**config.mk**
```make
export PLATFORM = sky130hd
export DESIGN_NAME = reg_bus_arbiter
export DESIGN_NICKNAME = d
export VERILOG_FILES = /design/src/rtl/reg_bus_arbiter.sv
export SDC_FILE = /design/constraint.sdc
export NUM_CORES = 1
export LEC_CHECK = 0
export CORE_UTILIZATION = 45
export DETAILED_ROUTE_END_ITERATION = 16
export PLACE_DENSITY = 0.77
export SYNTH_ARGS = -nofsm -noshare
export SYNTH_HDL_FRONTEND = slang
export SYNTH_SLANG_ARGS = --single-unit
```
**constraint.sdc**
```tcl
create_clock -name clk -period 3.8 [get_ports clk]
set_input_delay 0.76 -clock clk [delete_from_list [all_inputs] [get_ports clk]]
set_output_delay 0.76 -clock clk [all_outputs]
set_load 0.005 [all_outputs]
```
**src/rtl/reg_bus_arbiter.sv**
```systemverilog
// Round-robin arbiter sharing one register-access bus between NUM_REQ requesters.
// Each requester owns a one-deep request slot. One downstream transaction is outstanding
// at a time. Read data and ack are routed back to the requester that issued the read.
// Optional read-ack timeout: define REG_ARB_TIMEOUT_EN.
module reg_bus_arbiter #(
  parameter int unsigned NUM_REQ      = 2,
  parameter int unsigned ADDR_W       = 8,
  parameter int unsigned TIMEOUT      = 255,
  parameter logic [31:0] TIMEOUT_DATA = 32'hDEADBEEF
) (
  input  logic                      clk,
  input  logic                      rst,
  input  logic [NUM_REQ-1:0]        req_wr_en,
  input  logic [NUM_REQ-1:0]        req_rd_en,
  input  logic [NUM_REQ*ADDR_W-1:0] req_addr,
  input  logic [NUM_REQ*32-1:0]     req_wdata,
  output logic [NUM_REQ-1:0]        req_busy,
  output logic [NUM_REQ-1:0]        req_drop,
  output logic [NUM_REQ-1:0]        req_ack,
  output logic [31:0]               req_rdata,
  output logic                      reg_wr_en,
  output logic                      reg_rd_en,
  output logic [ADDR_W-1:0]         reg_addr,
  output logic [31:0]               reg_wdata,
  input  logic [31:0]               reg_rdata,
  input  logic                      reg_ack,
  output logic                      timeout_err
);

  localparam int unsigned IdxW = (NUM_REQ > 1) ? $clog2(NUM_REQ) : 1;

  typedef enum logic [1:0] {StIdle, StIssue, StWait} state_e;

  state_e state_q, state_d;

  logic [NUM_REQ-1:0]             slot_vld_q, slot_wr_q, slot_clr, inflight;
  logic [NUM_REQ-1:0][ADDR_W-1:0] slot_addr_q;
  logic [NUM_REQ-1:0][31:0]       slot_wdata_q;
  logic [NUM_REQ-1:0]             drop_q, ack_q, ack_d;
  logic [IdxW-1:0]                ptr_q, ptr_d, grant_q, grant_d, pick, cand;
  logic                           pick_vld;
  logic                           wr_q, wr_d, rd_q, rd_d, tmo_q, tmo_d;
  logic [ADDR_W-1:0]              addr_q, addr_d;
  logic [31:0]                    wdata_q, wdata_d, rdata_q, rdata_d;

`ifdef REG_ARB_TIMEOUT_EN
  localparam int unsigned CntW = (TIMEOUT > 0) ? $clog2(TIMEOUT + 1) : 1;
  logic [CntW-1:0] cnt_q, cnt_d;
`else
  logic unused_cfg;
  assign unused_cfg = ^{TIMEOUT_DATA, 32'(TIMEOUT)};
`endif

  assign req_busy    = slot_vld_q | inflight;
  assign req_drop    = drop_q;
  assign req_ack     = ack_q;
  assign req_rdata   = rdata_q;
  assign reg_wr_en   = wr_q;
  assign reg_rd_en   = rd_q;
  assign reg_addr    = addr_q;
  assign reg_wdata   = wdata_q;
  assign timeout_err = tmo_q;

  // Slot owned by the transaction currently on the bus.
  always_comb begin
    inflight = '0;
    for (int unsigned i = 0; i < NUM_REQ; i++) begin
      inflight[i] = (state_q != StIdle) && (grant_q == IdxW'(i));
    end
  end

  // Request capture into per-requester slots; pulses into a busy slot are dropped.
  always_ff @(posedge clk) begin
    if (rst) begin
      slot_vld_q   <= '0;
      slot_wr_q    <= '0;
      slot_addr_q  <= '0;
      slot_wdata_q <= '0;
      drop_q       <= '0;
    end else begin
      for (int unsigned i = 0; i < NUM_REQ; i++) begin
        drop_q[i] <= (req_wr_en[i] | req_rd_en[i]) & req_busy[i];
        if (slot_clr[i]) begin
          slot_vld_q[i] <= 1'b0;
        end else if (!req_busy[i] && (req_wr_en[i] || req_rd_en[i])) begin
          slot_vld_q[i]   <= 1'b1;
          slot_wr_q[i]    <= req_wr_en[i];  // write wins over a simultaneous read
          slot_addr_q[i]  <= req_addr[i*ADDR_W +: ADDR_W];
          slot_wdata_q[i] <= req_wdata[i*32 +: 32];
        end
      end
    end
  end

  // Round-robin pick: first valid slot after the pointer, wrapping.
  always_comb begin
    pick_vld = 1'b0;
    pick     = '0;
    cand     = '0;
    for (int unsigned k = 1; k <= NUM_REQ; k++) begin
      cand = IdxW'((32'(ptr_q) + k) % NUM_REQ);
      if (!pick_vld && slot_vld_q[cand]) begin
        pick_vld = 1'b1;
        pick     = cand;
      end
    end
  end

  // Bus FSM next-state and registered outputs.
  always_comb begin
    state_d  = state_q;
    ptr_d    = ptr_q;
    grant_d  = grant_q;
    wr_d     = 1'b0;
    rd_d     = 1'b0;
    addr_d   = addr_q;
    wdata_d  = wdata_q;
    rdata_d  = rdata_q;
    ack_d    = '0;
    tmo_d    = 1'b0;
    slot_clr = '0;
`ifdef REG_ARB_TIMEOUT_EN
    cnt_d    = cnt_q;
`endif
    unique case (state_q)
      StIdle: begin
        if (pick_vld) begin
          ptr_d   = pick;
          grant_d = pick;
          addr_d  = slot_addr_q[pick];
          wdata_d = slot_wdata_q[pick];
          wr_d    = slot_wr_q[pick];
          rd_d    = ~slot_wr_q[pick];
          state_d = StIssue;
        end
      end
      StIssue: begin
        if (slot_wr_q[grant_q]) begin
          slot_clr[grant_q] = 1'b1;
          state_d           = StIdle;
        end else begin
          state_d = StWait;
`ifdef REG_ARB_TIMEOUT_EN
          cnt_d   = '0;
`endif
        end
      end
      StWait: begin
        if (reg_ack) begin
          rdata_d           = reg_rdata;
          ack_d[grant_q]    = 1'b1;
          slot_clr[grant_q] = 1'b1;
          state_d           = StIdle;
`ifdef REG_ARB_TIMEOUT_EN
        end else if (cnt_q == CntW'(TIMEOUT)) begin
          rdata_d           = TIMEOUT_DATA;
          ack_d[grant_q]    = 1'b1;
          tmo_d             = 1'b1;
          slot_clr[grant_q] = 1'b1;
          state_d           = StIdle;
        end else begin
          cnt_d = cnt_q + 1'b1;
`endif
        end
      end
      default: state_d = StIdle;
    endcase
  end

  // Bus FSM state and output registers.
  always_ff @(posedge clk) begin
    if (rst) begin
      state_q <= StIdle;
      ptr_q   <= IdxW'(NUM_REQ - 1);
      grant_q <= '0;
      wr_q    <= 1'b0;
      rd_q    <= 1'b0;
      addr_q  <= '0;
      wdata_q <= '0;
      rdata_q <= '0;
      ack_q   <= '0;
      tmo_q   <= 1'b0;
`ifdef REG_ARB_TIMEOUT_EN
      cnt_q   <= '0;
`endif
    end else begin
      state_q <= state_d;
      ptr_q   <= ptr_d;
      grant_q <= grant_d;
      wr_q    <= wr_d;
      rd_q    <= rd_d;
      addr_q  <= addr_d;
      wdata_q <= wdata_d;
      rdata_q <= rdata_d;
      ack_q   <= ack_d;
      tmo_q   <= tmo_d;
`ifdef REG_ARB_TIMEOUT_EN
      cnt_q   <= cnt_d;
`endif
    end
  end

endmodule

```
# ---- Word level (Yosys, flattened, before mapping)
# Cells that the tools add are included.
dict set report totals {
  ff_bits 166
  inputBits 119
  output_inout_bits 81
  word_cells 88
}
dict set report classes {
  n_addsub 2
  order_cmp 5
  eq_ne 4
  muxes 25
  bitwise 12
  reduce_logical 22
}
# cell n
set op_table {}
lappend op_table {{$mux 32} 2}
lappend op_table {{$mux 8} 2}
lappend op_table {{$mux 1} 13}
lappend op_table {{$mux 2} 5}
lappend op_table {{$reduce_and 2->1} 5}
lappend op_table {{$lt 1x2->1 const B} 4}
lappend op_table {{$not 1->1} 7}
lappend op_table {{$logic_and 1x1->1} 6}
lappend op_table {{$pmux 2 s3} 1}
lappend op_table {{$reduce_or 2->1} 3}
lappend op_table {{$ne 2x2->1 const B} 2}
lappend op_table {{$pmux 2 s2} 1}
lappend op_table {{$logic_not 1->1} 3}
lappend op_table {{$reduce_or 3->1} 1}
lappend op_table {{$add 1x1->1 const B} 2}
lappend op_table {{$and 1x1->1} 2}
lappend op_table {{$eq 2x1->1 const B} 1}
lappend op_table {{$eq 2x2->1 const B} 1}
lappend op_table {{$logic_not 2->1} 1}
lappend op_table {{$logic_or 1x1->1} 2}
lappend op_table {{$or 1x1->1} 2}
lappend op_table {{$or 2x2->2} 1}
lappend op_table {{$reduce_bool 2->1} 1}
lappend op_table {{$demux 1 s1} 1}
lappend op_table {{$ge 1x1->1 const B} 1}

# ---- Depth between registers and ports, before layout
# Gate-level depths: netlist of the first run.
dict set report logic_depth {
  word_depth 10
  mapped_depth 7
}

# ---- Least setup slack after synthesis of the first run
# OpenSTA, ideal clock, no wires.
dict set report synth_timing {
  kind {input to register}
  startpoint {in reg_ack}
  endpoint {reg slot_addr_q[10] (netlist bit)}
  arrival_ns 1.934
  required_time_ns 3.728
  path_slack_ns 1.794
  path_stages 4
  cell_sequence {a22o_1 > a2111oi_4 > buf_6 > mux2i_1}
}
dict set report synth_between {
  elab_chain_len 4
}
# element line
set synth_lines {}
lappend synth_lines {{start, declared} 26} ;# input logic reg_ack,
lappend synth_lines {{$mux 2} 149} ;# if (reg_ack) begin
lappend synth_lines {{$pmux 2 s2} 125} ;# unique case (state_q)
lappend synth_lines {{$not 1->1 (no source line)} -}
lappend synth_lines {{$reduce_and 2->1 (no source line)} -}
lappend synth_lines {{end signal, assigned by index} 88} ;# slot_addr_q[i] <= req_addr[i*ADDR_W +: ADDR_W];
lappend synth_lines {{end, declared} 37} ;# logic [NUM_REQ-1:0][ADDR_W-1:0] slot_addr_q;
# No other way between the ends.
# A chain may end at the register's enable or synchronous reset.

# ---- Final worst setup path of the first run
dict set report layout_timing {
  startpoint {reg state_q[0]}
  endpoint {out req_busy[1]}
}
dict set report layout_between {
  elab_chain_len 3
}
# element line
set layout_lines {}
lappend layout_lines {{start, declared} 34} ;# state_e state_q, state_d;
lappend layout_lines {{start signal, assigned} 173} ;# state_q <= StIdle;
lappend layout_lines {{start signal, assigned} 187} ;# state_q <= state_d;
lappend layout_lines {{$reduce_bool 2->1} 68} ;# inflight[i] = (state_q != StIdle) && (grant_q == IdxW'(i));
lappend layout_lines {{$logic_and 1x1->1} 68}
lappend layout_lines {{$or 2x2->2} 54} ;# assign req_busy = slot_vld_q | inflight;
lappend layout_lines {{end, declared} 17} ;# output logic [NUM_REQ-1:0] req_busy,
# No other way between the ends.

==> results of run 1 <==
-- path summary, 6_finish.rpt --
path / startpoint / depth (start not counted) / endpoint / slack, ns
setup / recovery: state_q[0]$_SDFFE_PP0P_ / 5 / req_busy[1] / 0.90
setup reg to reg: state_q[0]$_SDFFE_PP0P_ / 6 / slot_wdata_q[44]$_SDFFE_PP0P_ / 1.45
hold / removal: req_rdata[21]$_SDFFE_PP0P_ / 2 / req_rdata[21]$_SDFFE_PP0P_ / 0.45
hold reg to reg: req_rdata[21]$_SDFFE_PP0P_ / 2 / req_rdata[21]$_SDFFE_PP0P_ / 0.45
-- state kept, by name, indices dropped and copies added, names as in the netlist --
name          count
state_q           2
ptr_q             1
req_drop          2
req_ack           2
slot_addr_q      16
slot_wr_q         2
reg_addr          8
reg_rd_en         1
reg_wr_en         1
req_rdata        32
reg_wdata        32
grant_q           1
slot_vld_q        2
slot_wdata_q     64
-- cell usage after synthesis --
library cell and n:
o21a_1 3, or2_2 1, nor2b_1 2, nand2b_1 1, dfxtp_1 166, buf_4 9
clkbuf_1 41, nor3_1 4, o21ai_0 4, nand4b_1 1, inv_1 3, a22o_1 2
a2111oi_4 1, a211oi_1 40, buf_6 4, ha_1 4, a22oi_1 1, o21bai_1 1
o211a_1 1, conb_1 1, a31oi_1 1, clkinv_1 1, buf_1 2, a311oi_2 1
a21boi_0 1, buf_2 2, nor3b_1 1, a21oi_1 36, and3_1 2, nor2_1 45
nand2_1 230, and2_1 3, mux2i_1 124
-- routing by layer --
layer	wire, um	vias up	global-route usage [%]
li1	-	2805	-
met1	7120	2442	25.6
met3	1110	11	5.36
met5	0	-	0
met4	85	0	6.78
met2	7390	175	34.5
-- through the flow --
stage	util, %	total power (W)	setup WS (ns)	cell area (sq um)	instances
floorplan	-	0.00300	1.79	6660	739
global placement	60.3	0.00359	0.942	8730	1073
detailed placement	60.3	0.00362	0.887	8730	1073
CTS	64.3	0.00533	0.890	9310	1102
global route	64.3	0.00554	0.763	9310	1102
finish	64.3	0.00528	0.898	9310	1102
-- layout make-up --
class                   count  area (sq um)
clock inverters            10           131
clock buffers              19           453
well taps                 184           230
multi-input cells         511          3070
repair buffers            208          2090
inverters                   4          17.5
fillers                  1239          5170
flip-flops and latches    166          3320
-- placed cells by master (no fill, tap or decap), types with 5 or more instances in the layout --
cell and instances:
buf_4 8, clkbuf_16 17, clkinv_2 5, a21oi_1 36
a211oi_1 40, dfxtp_1 166, nor2_1 45, mux2i_1 124
clkdlybuf4s50_1 197, nand2_1 230
-- logic make-up after synthesis --
| group | count (synthesis) | share of synthesized area (%) |
|---|---|---|
| AOI/OAI and AO/OA | 92 | 9.33 |
| adders and majority gates | 4 | 0.751 |
| buffers and inverters | 62 | 4.49 |
| DFF | 166 | 49.9 |
| muxes | 124 | 18.6 |
| other | 1 | 0.0563 |
| and+or+nand+nor | 290 | 16.9 |
-- report_power, final --
part	internal, W	switching (W)
clock	0.00105	0.000657
sequential	0.00203	0.000167
combinational	0.000738	0.000637
-- worst max-delay path, stage by stage (launching register included) --
cell and delay, ns:
dfxtp_1 0.36, inv_1 0.09, ha_1 0.28, nor2b_1 0.32, or2_2 0.19, clkdlybuf4s50_1 0.50
==> results by group, run 1 <==
Pwr
  • Pleak: roughly 3.6 nW
  • Peak VDD IR: 0.316 mV
  • Pwr Density: around 570 nW/um^2

Timing
  • Pins Over Slew Limit: 0
  • F_max: roughly 340 MHz
  • Min Hold Slack: between 0.4 and 0.5 ns
  • Final setup vio count: 0
  • Worst Clk Skew: 0.00808 ns
  • RSZ-0062 raised after global routing: false
  • Slew HR: about a quarter
  • Final Cycle Share: 76.4%
  • Actual slew at the worst max-slew pin: around 1.1 ns
  • Setup TNS Final: 0 ns
  • Fin crit period: about 2.9 ns
  • Final Hold Vio Count: 0

Place
  • Port Buffer Count: 198
  • Post-DP HPWL: approximately 10000 um
  • RePlAce Congestion: roughly 0.76

Worst setup path
  • Critical Path End Type: primary output
  • Critical path class: reg2out
  • Critical Path AT: 2.14 ns
  • Critical path fanouts, max: 7
  • Startpoint Class: flop
  • CP required: just over 3 ns

Logic synthesis
  • Netlist cell types: 33
  • Syn Area/Cell: around 9 sq um
  • Seq/Total Area, Yosys: between 40% and 50%
  • Yosys reg bits: 166
  • Synthesized area: around 6700 sq um
  • Yosys top cell by area: dfxtp_1
  • Syn nets: 862
  • Top cell type's share of synthesized area: between 40% and 50%
  • Area contributors post-synth: dfxtp_1 50%, mux2i_1 19%, nand2_1 13%
  • Yosys warns: 0
  • Synth Instances: about 740

Floorplan
  • I/O pins: 200
  • Core footprint: roughly 14000 sq um
  • Die Y: 124 um
  • FP Rows: 44
  • Die W: 124 um
  • Die area: between 15000 and 20000 sq um
  • Initial core utilization: 46.0%

Final layout
  • Area delta synth->final: 39.7%
  • Diode count: 0
  • Final-stage net count: about 1000
  • Ratio of cells with drive above 1 in the final layout: under 10%

Flow run
  • Max-capacitance violation count: 0

Clock tree
  • CTS tree: done
  • Later-pin clock latency in the skew report: slightly above 0.4 ns
  • Hold buffers post-CTS: 0
  • Post-CTS Setup Inserts: 0
  • Num CTS Buffers: 17
  • Clk root buf: clkbuf_16
  • Clock Tree Buf Depth: 2
  • Resize count post-CTS: 0
  • Clk sinks: 166
  • Number of H-tree levels: 4
  • Clock transition at path regs: 0.06 ns

GRT
  • Initial antenna violation count: 0
  • Vias in the first global route: between 5000 and 6000
  • Total grt overflow: 0
  • Global-route wire length before repair: between 20000 and 25000 um
  • Gr usage total: 20.6%
  • Pin count of the biggest net entering global routing: just over 80

Route
  • Mean routed wirelength per cell: 14.3 um
  • DR pass1 iterations: 4
  • Routed WL: 15700 um
  • DRC viols: 0
  • Post-detailed-route count of antenna-violating nets: 0
  • DR iter-0 viols: 320
  • Vias: approximately 5400
  • DR vias/cell: 4.93

Min path
  • HP Class: reg2reg

Run status
  • Status: finished, final reports clean
No activity file was read; power rests on OpenSTA's default activity.
==> inputs of run 2 (changes only) <==
==> constraint.sdc (replaced) <==
create_clock -name clk -period 2.9 [get_ports clk]
set_input_delay 0.58 -clock clk [delete_from_list [all_inputs] [get_ports clk]]
set_output_delay 0.58 -clock clk [all_outputs]
set_load 0.005 [all_outputs]
==> run 2 against run 1 <==
First-iteration DRC count fell by 28%. Combinational power up 30%. Hold slack got worse by 0.0011 ns. Critical path depth unchanged. Critical endpoint unchanged. Sequential share of layout area fell by 0.34 points. Critical path type unchanged. Via count about the same. Sequential power increased by 30%. Highest routed layer unchanged.
==> results by group, run 2 (synthesized netlist as in run 1, its figures left out) <==
Run status
  • Status: finished, final reports clean

Timing
  • Setup TNS Final: 0 ns (unchanged)
  • Final Cycle Share: roughly 94%
  • Slew HR: 38.8% (+15 points)
  • Final setup vio count: 0 (unchanged)
  • Fin crit period: roughly 2.7 ns
  • Final Hold Vio Count: 0 (unchanged)
  • F_max: roughly 370 MHz
  • Actual slew at the worst max-slew pin: 0.918 ns (-0.216 ns)
  • Worst Clk Skew: 0.00486 ns (-0.00321 ns)
  • RSZ-0062 raised after global routing: false
  • Pins Over Slew Limit: 0 (unchanged)

Final layout
  • Diode count: 0 (unchanged)
  • Filler cell count: 1184 (-4.4%)
  • Ratio of cells with drive above 1 in the final layout: 5.42% (+0.41 points)
  • Largest Register: slot_wdata_q
  • Most frequent cells in the layout: 230 x nand2_1, 197 x clkdlybuf4s50_1, 166 x dfxtp_1
  • Multi-input gate area: 3070 sq um (unchanged)
  • Commonest non-fill, non-tap cell in the layout: nand2_1
  • Area delta synth->final: 41.1%
  • Max reg flops: 64 (unchanged)
  • Final-stage net count: 1032 (+0.097%)
  • Post-route insts no fill: 1106 (+0.36%)
  • FF+latch area: 3320 sq um (unchanged)

Route
  • Routed WL: 15600 um (-0.46%)
  • DRC viols: 0 (unchanged)
  • Post-detailed-route count of antenna-violating nets: 0 (unchanged)
  • DR vias/cell: 4.91 (-0.45%)
  • DR iter-0 viols: 230 (-28%)
  • Mean routed wirelength per cell: 14.1 um (-0.82%)
  • Vias: 5428 (-0.092%)
  • DR pass1 iterations: 4 (unchanged)

Clock tree
  • Post-CTS Setup Inserts: 0 (unchanged)
  • Clk root buf: clkbuf_16
  • Later-pin clock latency in the skew report: 0.42 ns (about the same)
  • Resize count post-CTS: 0 (unchanged)
  • Clock transition at path regs: 0.06 ns (about the same)
  • Num CTS Buffers: 17 (unchanged)
  • Number of H-tree levels: 4 (unchanged)
  • Clk sinks: 166 (unchanged)
  • CTS tree: done
  • Clock Tree Buf Depth: 2 (unchanged)
  • Hold buffers post-CTS: 0 (unchanged)

Floorplan
  • Core footprint: 14500 sq um (unchanged)
  • Initial core utilization: 46.0% (unchanged)
  • Die area: 15300 sq um (unchanged)
  • I/O pins: 200 (unchanged)
  • Die Y: 124 um (unchanged)
  • Die W: 124 um (unchanged)
  • FP Rows: 44 (unchanged)

GRT
  • Gr usage total: 20.6% (about the same)
  • Total grt overflow: 0 (unchanged)
  • Pin count of the biggest net entering global routing: 85 (+3.7%)
  • Vias in the first global route: 5023 (-0.63%)
  • Global-route wire length before repair: 24200 um (+0.20%)
  • Initial antenna violation count: 0 (unchanged)

Worst setup path
  • Crit path buffers/inverters: 2 (unchanged)
  • FF-to-FF setup slack: 0.81 ns (-0.64 ns)
  • Critical Path AT: 2.16 ns (+0.02 ns)
  • Critical path class: reg2out
  • Startpoint Class: flop
  • Critical path fanouts, max: 7 (unchanged)
  • Slowest-stage cell, CP: clkdlybuf4s50_1
  • Critical Path End Type: primary output
  • Critical Path, Cell by Cell: inv_1 -> ha_1 -> nor2b_1 -> or2_2 -> clkdlybuf4s50_1
  • Critical path's largest stage delay: 0.51 ns (about the same)
  • CP top delay family: buffers and inverters
  • CP required: 2.32 ns (-0.72 ns)

Place
  • Post-DP HPWL: 10200 um (-3.1%)
  • Placed insts: 1074 (+0.093%)
  • Port Buffer Count: 198 (unchanged)
  • RePlAce Congestion: 0.782 (+2.7%)

Min path
  • HP Class: reg2reg

Flow run
  • Max-capacitance violation count: 0 (unchanged)

Pwr
  • Pleak: 3.67 nW (+1.2%)
  • Peak VDD IR: 0.417 mV (+32%)
  • Pwr Density: 761 nW/um^2 (+34%)
  • Overall power: 0.00716 W (+36%)
==> run 2: cell types whose count changed in the layout (fill, tap and decap cells not counted) <==
cell	before	now
inv_6	0	1
buf_12	3	4
bufinv_16	3	5
clkinvlp_4	1	0
clkinv_4	1	2
==> run 2: worst min-delay path, stage by stage, from the launching register on <==
cell and delay, ns:
dfxtp_1 0.31, nand2_1 0.05, a21oi_1 0.05
==> run 2: routing by layer <==
metal / track usage (%) / part of all wire (%)
met2: 33.0 / 45
met1: 27.0 / 48
met3: 4.44 / 5.9
met4: 8.06 / 1.6
met5: 0 / 0
==> run 2: worst paths after layout <==
kind                                    from                             to  cells after the start
setup reg to reg     state_q[0]$_SDFFE_PP0P_  slot_wdata_q[57]$_SDFFE_PP0P_                      6
hold / removal    req_rdata[20]$_SDFFE_PP0P_     req_rdata[20]$_SDFFE_PP0P_                      2
hold reg to reg   req_rdata[20]$_SDFFE_PP0P_     req_rdata[20]$_SDFFE_PP0P_                      2
setup / recovery     state_q[0]$_SDFFE_PP0P_                    req_busy[1]                      5
==> run 2: stage by stage <==
step | hold slack (ns) | util (%) | worst slack [ns] | area [sq um]
detailed placement | 0.446 | 60.4 | 0.407 | 8750
global placement | 0.441 | 60.4 | 0.489 | 8750
CTS | 0.455 | 64.9 | 0.143 | 9400
global route | 0.468 | 64.9 | 0.0377 | 9400
floorplan | 0.434 | - | 1.02 | 6660
finish | 0.452 | 64.9 | 0.160 | 9400
==> run 2: report_power, final <==
| group | leakage [nW] | internal (W) | switching (W) |
|---|---|---|---|
| logic | 1.98 | 0.000967 | 0.000836 |
| registers | 1.36 | 0.00266 | 0.000216 |
| clock network | 0.327 | 0.00157 | 0.000910 |
==> run 2: cell type report <==
class	count	area share [%]
Sequential cell	166	35.3
Multi-Input combinational cell	511	32.6
Timing Repair Buffer	209	22.5
Clock buffer	19	4.82
Tap cell	184	2.45
Clock inverter	13	2.14
Inverter	4	0.186
==> inputs of run 3 (changes only) <==
--- a/config.mk
+++ b/config.mk
@@ -8,6 +8,7 @@
 export CORE_UTILIZATION = 45
 export DETAILED_ROUTE_END_ITERATION = 16
 export PLACE_DENSITY = 0.77
+export SLEW_MARGIN = 20
 export SYNTH_ARGS = -nofsm -noshare
 export SYNTH_HDL_FRONTEND = slang
 export SYNTH_SLANG_ARGS = --single-unit
==> results of run 3 <==
Same layout as run 2: the final DEF is identical, and so are final timing and power.
